===== config.mk =====
export PLATFORM = sky130hd
export DESIGN_NAME = metro_gate_ctrl
export DESIGN_NICKNAME = d
export VERILOG_FILES = /design/src/rtl/metro_gate_pkg.sv /design/src/rtl/gate_timer.sv /design/src/rtl/metro_gate_ctrl.sv
export SDC_FILE = /design/constraint.sdc
export NUM_CORES = 1
export LEC_CHECK = 0
export ABC_AREA = 0
export BUFFER_PORTS_ARGS = -buffer_cell sky130_fd_sc_hd__buf_2
export CORE_MARGIN = 1.5
export CORE_UTILIZATION = 49
export CTS_CLUSTER_SIZE = 30
export DETAILED_ROUTE_END_ITERATION = 10
export PLACE_DENSITY_LB_ADDON = 0.15
export SLEW_MARGIN = 20
export SYNTH_ARGS = -nofsm -noshare
export SYNTH_HDL_FRONTEND = slang
export SYNTH_SLANG_ARGS = --single-unit

===== constraint.sdc =====
create_clock -name clk -period 1.6 [get_ports clk]
set_input_delay 0.24 -clock clk [delete_from_list [all_inputs] [get_ports clk]]
set_output_delay 0.24 -clock clk [all_outputs]
set_load 0.005 [all_outputs]

===== src/rtl/metro_gate_pkg.sv =====
// metro_gate_pkg: shared definitions for the metro access-gate controller.
//   gate_state_t : 3-bit controller state encoding, also exported on the debug port
//   timer_width  : width of the shared door/lockout down-counter
package metro_gate_pkg;

    typedef enum logic [2:0] {
        S_IDLE    = 3'd0,
        S_CHECK   = 3'd1,
        S_GRANTED = 3'd2,
        S_DENIED  = 3'd3,
        S_LOCKOUT = 3'd4
    } gate_state_t;

    // The one timer serves both the door window and the lockout window, so it
    // must hold the larger of the two reload values; never narrower than 1 bit.
    function automatic int timer_width(input int open_cycles, input int lockout_cycles);
        int longest;
        longest = (open_cycles > lockout_cycles) ? open_cycles : lockout_cycles;
        return (longest > 1) ? $clog2(longest) : 1;
    endfunction

endpackage


===== src/rtl/gate_timer.sv =====
// gate_timer: loadable down-counter that stops at zero.
//   clk, reset_n   : clock, asynchronous active-low reset (count clears to 0)
//   i_load         : load i_load_value (takes priority over counting)
//   i_load_value   : reload value
//   i_en           : count down by one while non-zero
//   o_zero         : count is zero (decoded from the register)
module gate_timer #(
    parameter int W = 4
) (
    input  logic         clk,
    input  logic         reset_n,
    input  logic         i_load,
    input  logic [W-1:0] i_load_value,
    input  logic         i_en,
    output logic         o_zero
);

    logic [W-1:0] r_count;

    always_ff @(posedge clk or negedge reset_n) begin
        if (!reset_n)
            r_count <= '0;
        else if (i_load)
            r_count <= i_load_value;
        else if (i_en && !o_zero)
            r_count <= r_count - W'(1);
    end

    assign o_zero = (r_count == '0);

endmodule


===== src/rtl/metro_gate_ctrl.sv =====
// metro_gate_ctrl: access-gate controller - checks a presented code against a
// valid range, opens the door for a bounded time, locks out after repeated failures.
//   clk, reset_n          : clock, asynchronous active-low reset
//   i_validate_code       : request strobe, taken only while o_code_ready=1
//   i_access_code         : code, captured with an accepted request
//   i_passenger_through   : door sensor, ends the open window early
//   o_code_ready          : controller is idle and will accept a request
//   o_open_access_door    : door actuator drive
//   o_access_denied       : one-cycle pulse per rejected code
//   o_locked_out          : lockout window active
//   o_state_out           : current state encoding (debug)
//   o_grant_count         : saturating count of grants since reset
module metro_gate_ctrl
    import metro_gate_pkg::*;
#(
    parameter int CODE_W         = 4,
    parameter int CODE_MIN       = 4,
    parameter int CODE_MAX       = 11,
    parameter int OPEN_CYCLES    = 16,
    parameter int MAX_FAILS      = 3,
    parameter int LOCKOUT_CYCLES = 64,
    parameter int CNT_W          = 16
) (
    input  logic              clk,
    input  logic              reset_n,
    input  logic              i_validate_code,
    input  logic [CODE_W-1:0] i_access_code,
    input  logic              i_passenger_through,
    output logic              o_code_ready,
    output logic              o_open_access_door,
    output logic              o_access_denied,
    output logic              o_locked_out,
    output logic [2:0]        o_state_out,
    output logic [CNT_W-1:0]  o_grant_count
);

    localparam int TW = timer_width(OPEN_CYCLES, LOCKOUT_CYCLES);
    localparam int FW = $clog2(MAX_FAILS + 1);

    gate_state_t       r_state;
    gate_state_t       w_next;
    logic [CODE_W-1:0] r_code;
    logic [FW-1:0]     r_fail_cnt;
    logic [FW-1:0]     w_fail_inc;
    logic [CNT_W-1:0]  r_grant_count;
    logic              r_code_ready;
    logic              r_open;
    logic              r_denied;
    logic              r_locked;
    logic              w_in_range;
    logic              w_grant;
    logic              w_zero;
    logic              w_load;
    logic              w_en;
    logic [TW-1:0]     w_load_value;

    assign w_in_range = (r_code >= CODE_W'(CODE_MIN)) && (r_code <= CODE_W'(CODE_MAX));
    assign w_grant    = (r_state == S_CHECK) && w_in_range;
    assign w_fail_inc = r_fail_cnt + FW'(1);

    // Both windows are loaded with N-1 on entry, so the state lasts N cycles
    // including the cycle where the timer reads zero.
    always_comb begin
        w_next       = r_state;
        w_load       = 1'b0;
        w_en         = 1'b0;
        w_load_value = TW'(OPEN_CYCLES - 1);
        case (r_state)
            S_IDLE:    w_next = i_validate_code ? S_CHECK : S_IDLE;
            S_CHECK: begin
                w_next = w_in_range ? S_GRANTED : S_DENIED;
                w_load = w_in_range;
            end
            S_GRANTED: begin
                w_next = (i_passenger_through || w_zero) ? S_IDLE : S_GRANTED;
                w_en   = !(i_passenger_through || w_zero);
            end
            S_DENIED: begin
                w_next       = (w_fail_inc == FW'(MAX_FAILS)) ? S_LOCKOUT : S_IDLE;
                w_load       = (w_fail_inc == FW'(MAX_FAILS));
                w_load_value = TW'(LOCKOUT_CYCLES - 1);
            end
            S_LOCKOUT: begin
                w_next = w_zero ? S_IDLE : S_LOCKOUT;
                w_en   = !w_zero;
            end
            default:   w_next = S_IDLE;
        endcase
    end

    gate_timer #(
        .W(TW)
    ) u_timer (
        .clk          (clk),
        .reset_n      (reset_n),
        .i_load       (w_load),
        .i_load_value (w_load_value),
        .i_en         (w_en),
        .o_zero       (w_zero)
    );

    // Outputs are registered from the next state so they line up with r_state
    // and never see the inputs combinationally.
    always_ff @(posedge clk or negedge reset_n) begin
        if (!reset_n) begin
            r_state       <= S_IDLE;
            r_code        <= '0;
            r_fail_cnt    <= '0;
            r_grant_count <= '0;
            r_code_ready  <= 1'b1;
            r_open        <= 1'b0;
            r_denied      <= 1'b0;
            r_locked      <= 1'b0;
        end else begin
            r_state      <= w_next;
            r_code_ready <= (w_next == S_IDLE);
            r_open       <= (w_next == S_GRANTED);
            r_denied     <= (w_next == S_DENIED);
            r_locked     <= (w_next == S_LOCKOUT);
            if (r_state == S_IDLE && i_validate_code)
                r_code <= i_access_code;
            if (w_grant) begin
                r_fail_cnt <= '0;
                if (r_grant_count != '1)
                    r_grant_count <= r_grant_count + CNT_W'(1);
            end else if (r_state == S_DENIED)
                r_fail_cnt <= w_fail_inc;
            else if (r_state == S_LOCKOUT && w_zero)
                r_fail_cnt <= '0;
        end
    end

    assign o_code_ready       = r_code_ready;
    assign o_open_access_door = r_open;
    assign o_access_denied    = r_denied;
    assign o_locked_out       = r_locked;
    assign o_state_out        = r_state;
    assign o_grant_count      = r_grant_count;

endmodule


==> summary.md <==
| Metric | Value |
|---|---|
| #FFs+latches synth | 33 |
| Largest family of logic cells by synthesized area | simple AND/OR/NAND/NOR gates |
| Pleak | 1.12 nW |
| DR WL/cell | 14.1 um |
| RSZ-0062 raised after global routing | yes |
| Rel. slew slack | 0.495 |
| FFs w/ async S/R, synth | 1.00 |
| Synthesized cell area | 0.00168 sq mm |
| Area growth syn-to-layout | 36.7% |
| Post-synthesis cell type count | 45 |
| Detail Route Antenna Nets | 0 |
| Failing checks | setup timing |
| Combinational power share | 0.409 |
| Synth Warn # | 0 |
| Die area | 0.00379 sq mm |
| Sw Pwr | 1.04 mW |
| Status | finished, violations left |
| Vias per cell | 5.38 |
| HP Class | in2reg |
| Placer Congestion | 0.883 |
| Post-synthesis mux area share | 0.0537 |
| Fraction of layout cells with a size suffix above 1 | 0.430 |
| Commonest non-fill, non-tap cells in the layout | dfrtp_1, buf_4, buf_2, xor2_1, nand2_1 |
| Power per cell area | 1360 mW/mm^2 |
| Worst-skew pair later-pin latency | 0.34 ns |
| Fillers | 275 |
| Max rail drop VDD | 0.960 mV |
| Core region area | 0.00331 sq mm |
| Worst setup path end | o_grant_count[13] |
| Period minus WS final | 1.65 ns |
| Cell Chain, Critical Path | ha_2, nand4_1, buf_4, nor4_4, buf_4, nor3_4, xor2_1 |
| Initial antenna violation count | 0 |
| Die Height | 61.5 um |
| Total gr overflow | 0 |
| Setup TNS | -0.199 ns |
| Fmax | 605 MHz |
| DRC | 0 |
| Nets | 232 |
| Vias | 1436 |
| Hpwl dp | 2620 um |
| Root buffer cell | clkbuf_4 |
| Synth Area in Compound Gates | 0.0715 |
| Reg2reg path depth | 7 |
| CTS clk-pin slew, worst paths | 0.10 ns |
| Worst endpoint required time | 1.83 ns |
| Post-Synth Adder-Cell Area | 0.0298 |
| CP max stage delay | 0.37 ns |
| Crit-path leading delay family | simple AND/OR/NAND/NOR gates |
| Sink Count | 33 |
| Worst Path Buf+Inv | 2 |
| Worst path most repeated cell | buf_4 |
| Simple-Gate Fraction of Synth Area | 0.249 |
| Clock Tree Buf Depth | 2 |
| Final period util | 1.03 |
| EDFF count, synth | 0 |
| First-pass GRT wire length | 5820 um |
| Final Hold Fails | 0 |
| Port Buf Inserts | 28 |
| Final worst setup slack | -0.0522 ns |
| Sequential share of the synthesized area | 0.493 |
| Largest net degree at the start of global routing | 34 |
| Worst Setup End Kind | flop |
| Worst reg2reg setup slack | -0.05 ns |
| WL final | 3770 um |
| Chip Width | 61.5 um |
| Max cap viols | 0 |
| Gr usage total | 0.210 |
| Ant diodes | 0 |
| Net Sw Frac | 0.332 |
| Fin Hold WS | 0.131 ns |
| Cell Rows | 21 |
| Initial Util | 0.507 |
| IO Pins | 31 |
| Clock Power Share | 0.212 |
| Reg2Reg Launch Point | o_grant_count[1] |
| Vias in the first global route | 1390 |
| Worst R2R End | o_grant_count[13] |
| Synth Area per Inst | 10.8 sq um |
| Slew Limit Fails | 0 |
| CP Max Fanout | 5 |
| Slew @ Worst Pin | 0.758 ns |
| Post-Syn Nets | 167 |
| Most used DFF post-synth | dfrtp_1 |
| Detailed Routing Iterations Pass 1 | 4 |
| Setup violations, final | 8 |
| XOR/XNOR Fraction of Synth Area | 0.0782 |
| Worst path depth | 7 |
| CP startpoint kind | flop |
| Pint | 2.09 mW |
| Reg power frac | 0.379 |
| CP max-delay cell | dfrtp_1 |
| Type of the worst setup path | reg2reg |
| CTS Buf Count | 5 |
| CTS tree | done |
| CTS H-tree lvls | 2 |
| Initial DRC Count | 64 |
| Layout Skew | 0.00381 ns |
| Crit path DAT | 1.88 ns |
| Mapped Cells | 155 |
| CP Launch Point | o_grant_count[1] |
==> state kept, by name, summed over array words and instances, names as in the netlist <==
register            flops
o_grant_count          16
u_timer.r_count         6
o_state_out             3
r_code                  2
r_fail_cnt              2
o_access_denied         1
o_code_ready            1
o_locked_out            1
o_open_access_door      1
==> power groups by stage <==
stage | registers [mW] | logic [mW] | clock network [mW]
floorplan | 1.24 | 0.645 | 0
global placement | 1.19 | 1.16 | 0
detailed placement | 1.20 | 1.20 | 0
CTS | 1.19 | 1.23 | 0.671
global route | 1.21 | 1.42 | 0.707
finish | 1.19 | 1.28 | 0.661
==> logic make-up after synthesis <==
family | after synthesis
and+or+nand+nor | 67
muxes | 8
adders and majority gates | 4
AOI/OAI and AO/OA | 18
DFF | 33
buffers and inverters | 10
xor gates and xnor gates | 15
==> repair_timing <==
item	4_1_cts	5_1_grt
buffers inserted	1	2
hold buffers	1	0
cloned	0	0
hold endpoints to repair	32	0
setup endpoints to repair	11	20
resized for setup	5	17
pin swaps	0	5
==> final cells by class <==
| class | count | area, sq um | share of cell area |
|---|---|---|---|
| sequential | 33 | 828 | 0.361 |
| clock buffer | 7 | 55.1 | 0.0240 |
| tap | 46 | 57.6 | 0.0251 |
| inverter | 7 | 26.3 | 0.0115 |
| timing repair buffer | 61 | 394 | 0.172 |
| multi-input combinational | 112 | 903 | 0.394 |
| clock inverter | 1 | 30.0 | 0.0131 |
==> cell usage after synthesis, types with 2 or more instances <==
cell type,count,area [sq um]
xor2_1,13,114
nand2b_1,3,18.8
nand4_1,4,25.0
and3_1,2,12.5
ha_1,4,50.1
nor3b_1,5,37.5
nand3_1,7,35.0
dfrtp_1,32,801
nor4_1,2,12.5
o21ai_0,6,30.0
nor4_2,2,25.0
mux2_2,4,45.0
mux2i_1,3,30.0
nand2_1,11,41.3
inv_1,7,26.3
nor2b_1,2,12.5
a21oi_1,3,15.0
xnor2_1,2,17.5
nor3_1,12,60.1
and2_1,2,12.5
nor2_1,5,18.8
==> layer usage <==
metal / routed length (um) / GRT usage / part of all wire
met1: 1670 / 0.250 / 0.44
met2: 1880 / 0.358 / 0.50
met3: 134 / 0.0588 / 0.036
met4: 84 / 0.0821 / 0.022
met5: 0 / 0 / 0
==> through the flow <==
step                 util  std cells  area [sq um]  setup slack, ns  power, mW
global placement    0.628        255          2080           0.0347       2.35
global route        0.693        267          2290           -0.175       3.34
finish              0.693        267          2290          -0.0522       3.13
CTS                 0.664        265          2200          -0.0299       3.09
floorplan               -        155          1680          -0.0625       1.89
detailed placement  0.628        255          2080          -0.0110       2.40
==> worst min path at each step <==
stage                         end  cells past startpoint        startpoint  slack [ns]
2_1_floorplan     o_access_denied                      0           reset_n       -0.06
3_5_place_dp   u_timer.r_count[3]                      1           reset_n        0.35
5_1_grt                 r_code[2]                      2  i_access_code[2]        0.11
6_report                r_code[2]                      2  i_access_code[2]        0.13
4_1_cts                 r_code[2]                      2  i_access_code[2]        0.12
3_3_place_gp   u_timer.r_count[2]                      1           reset_n        0.34
(Power assumes the default switching activity.)
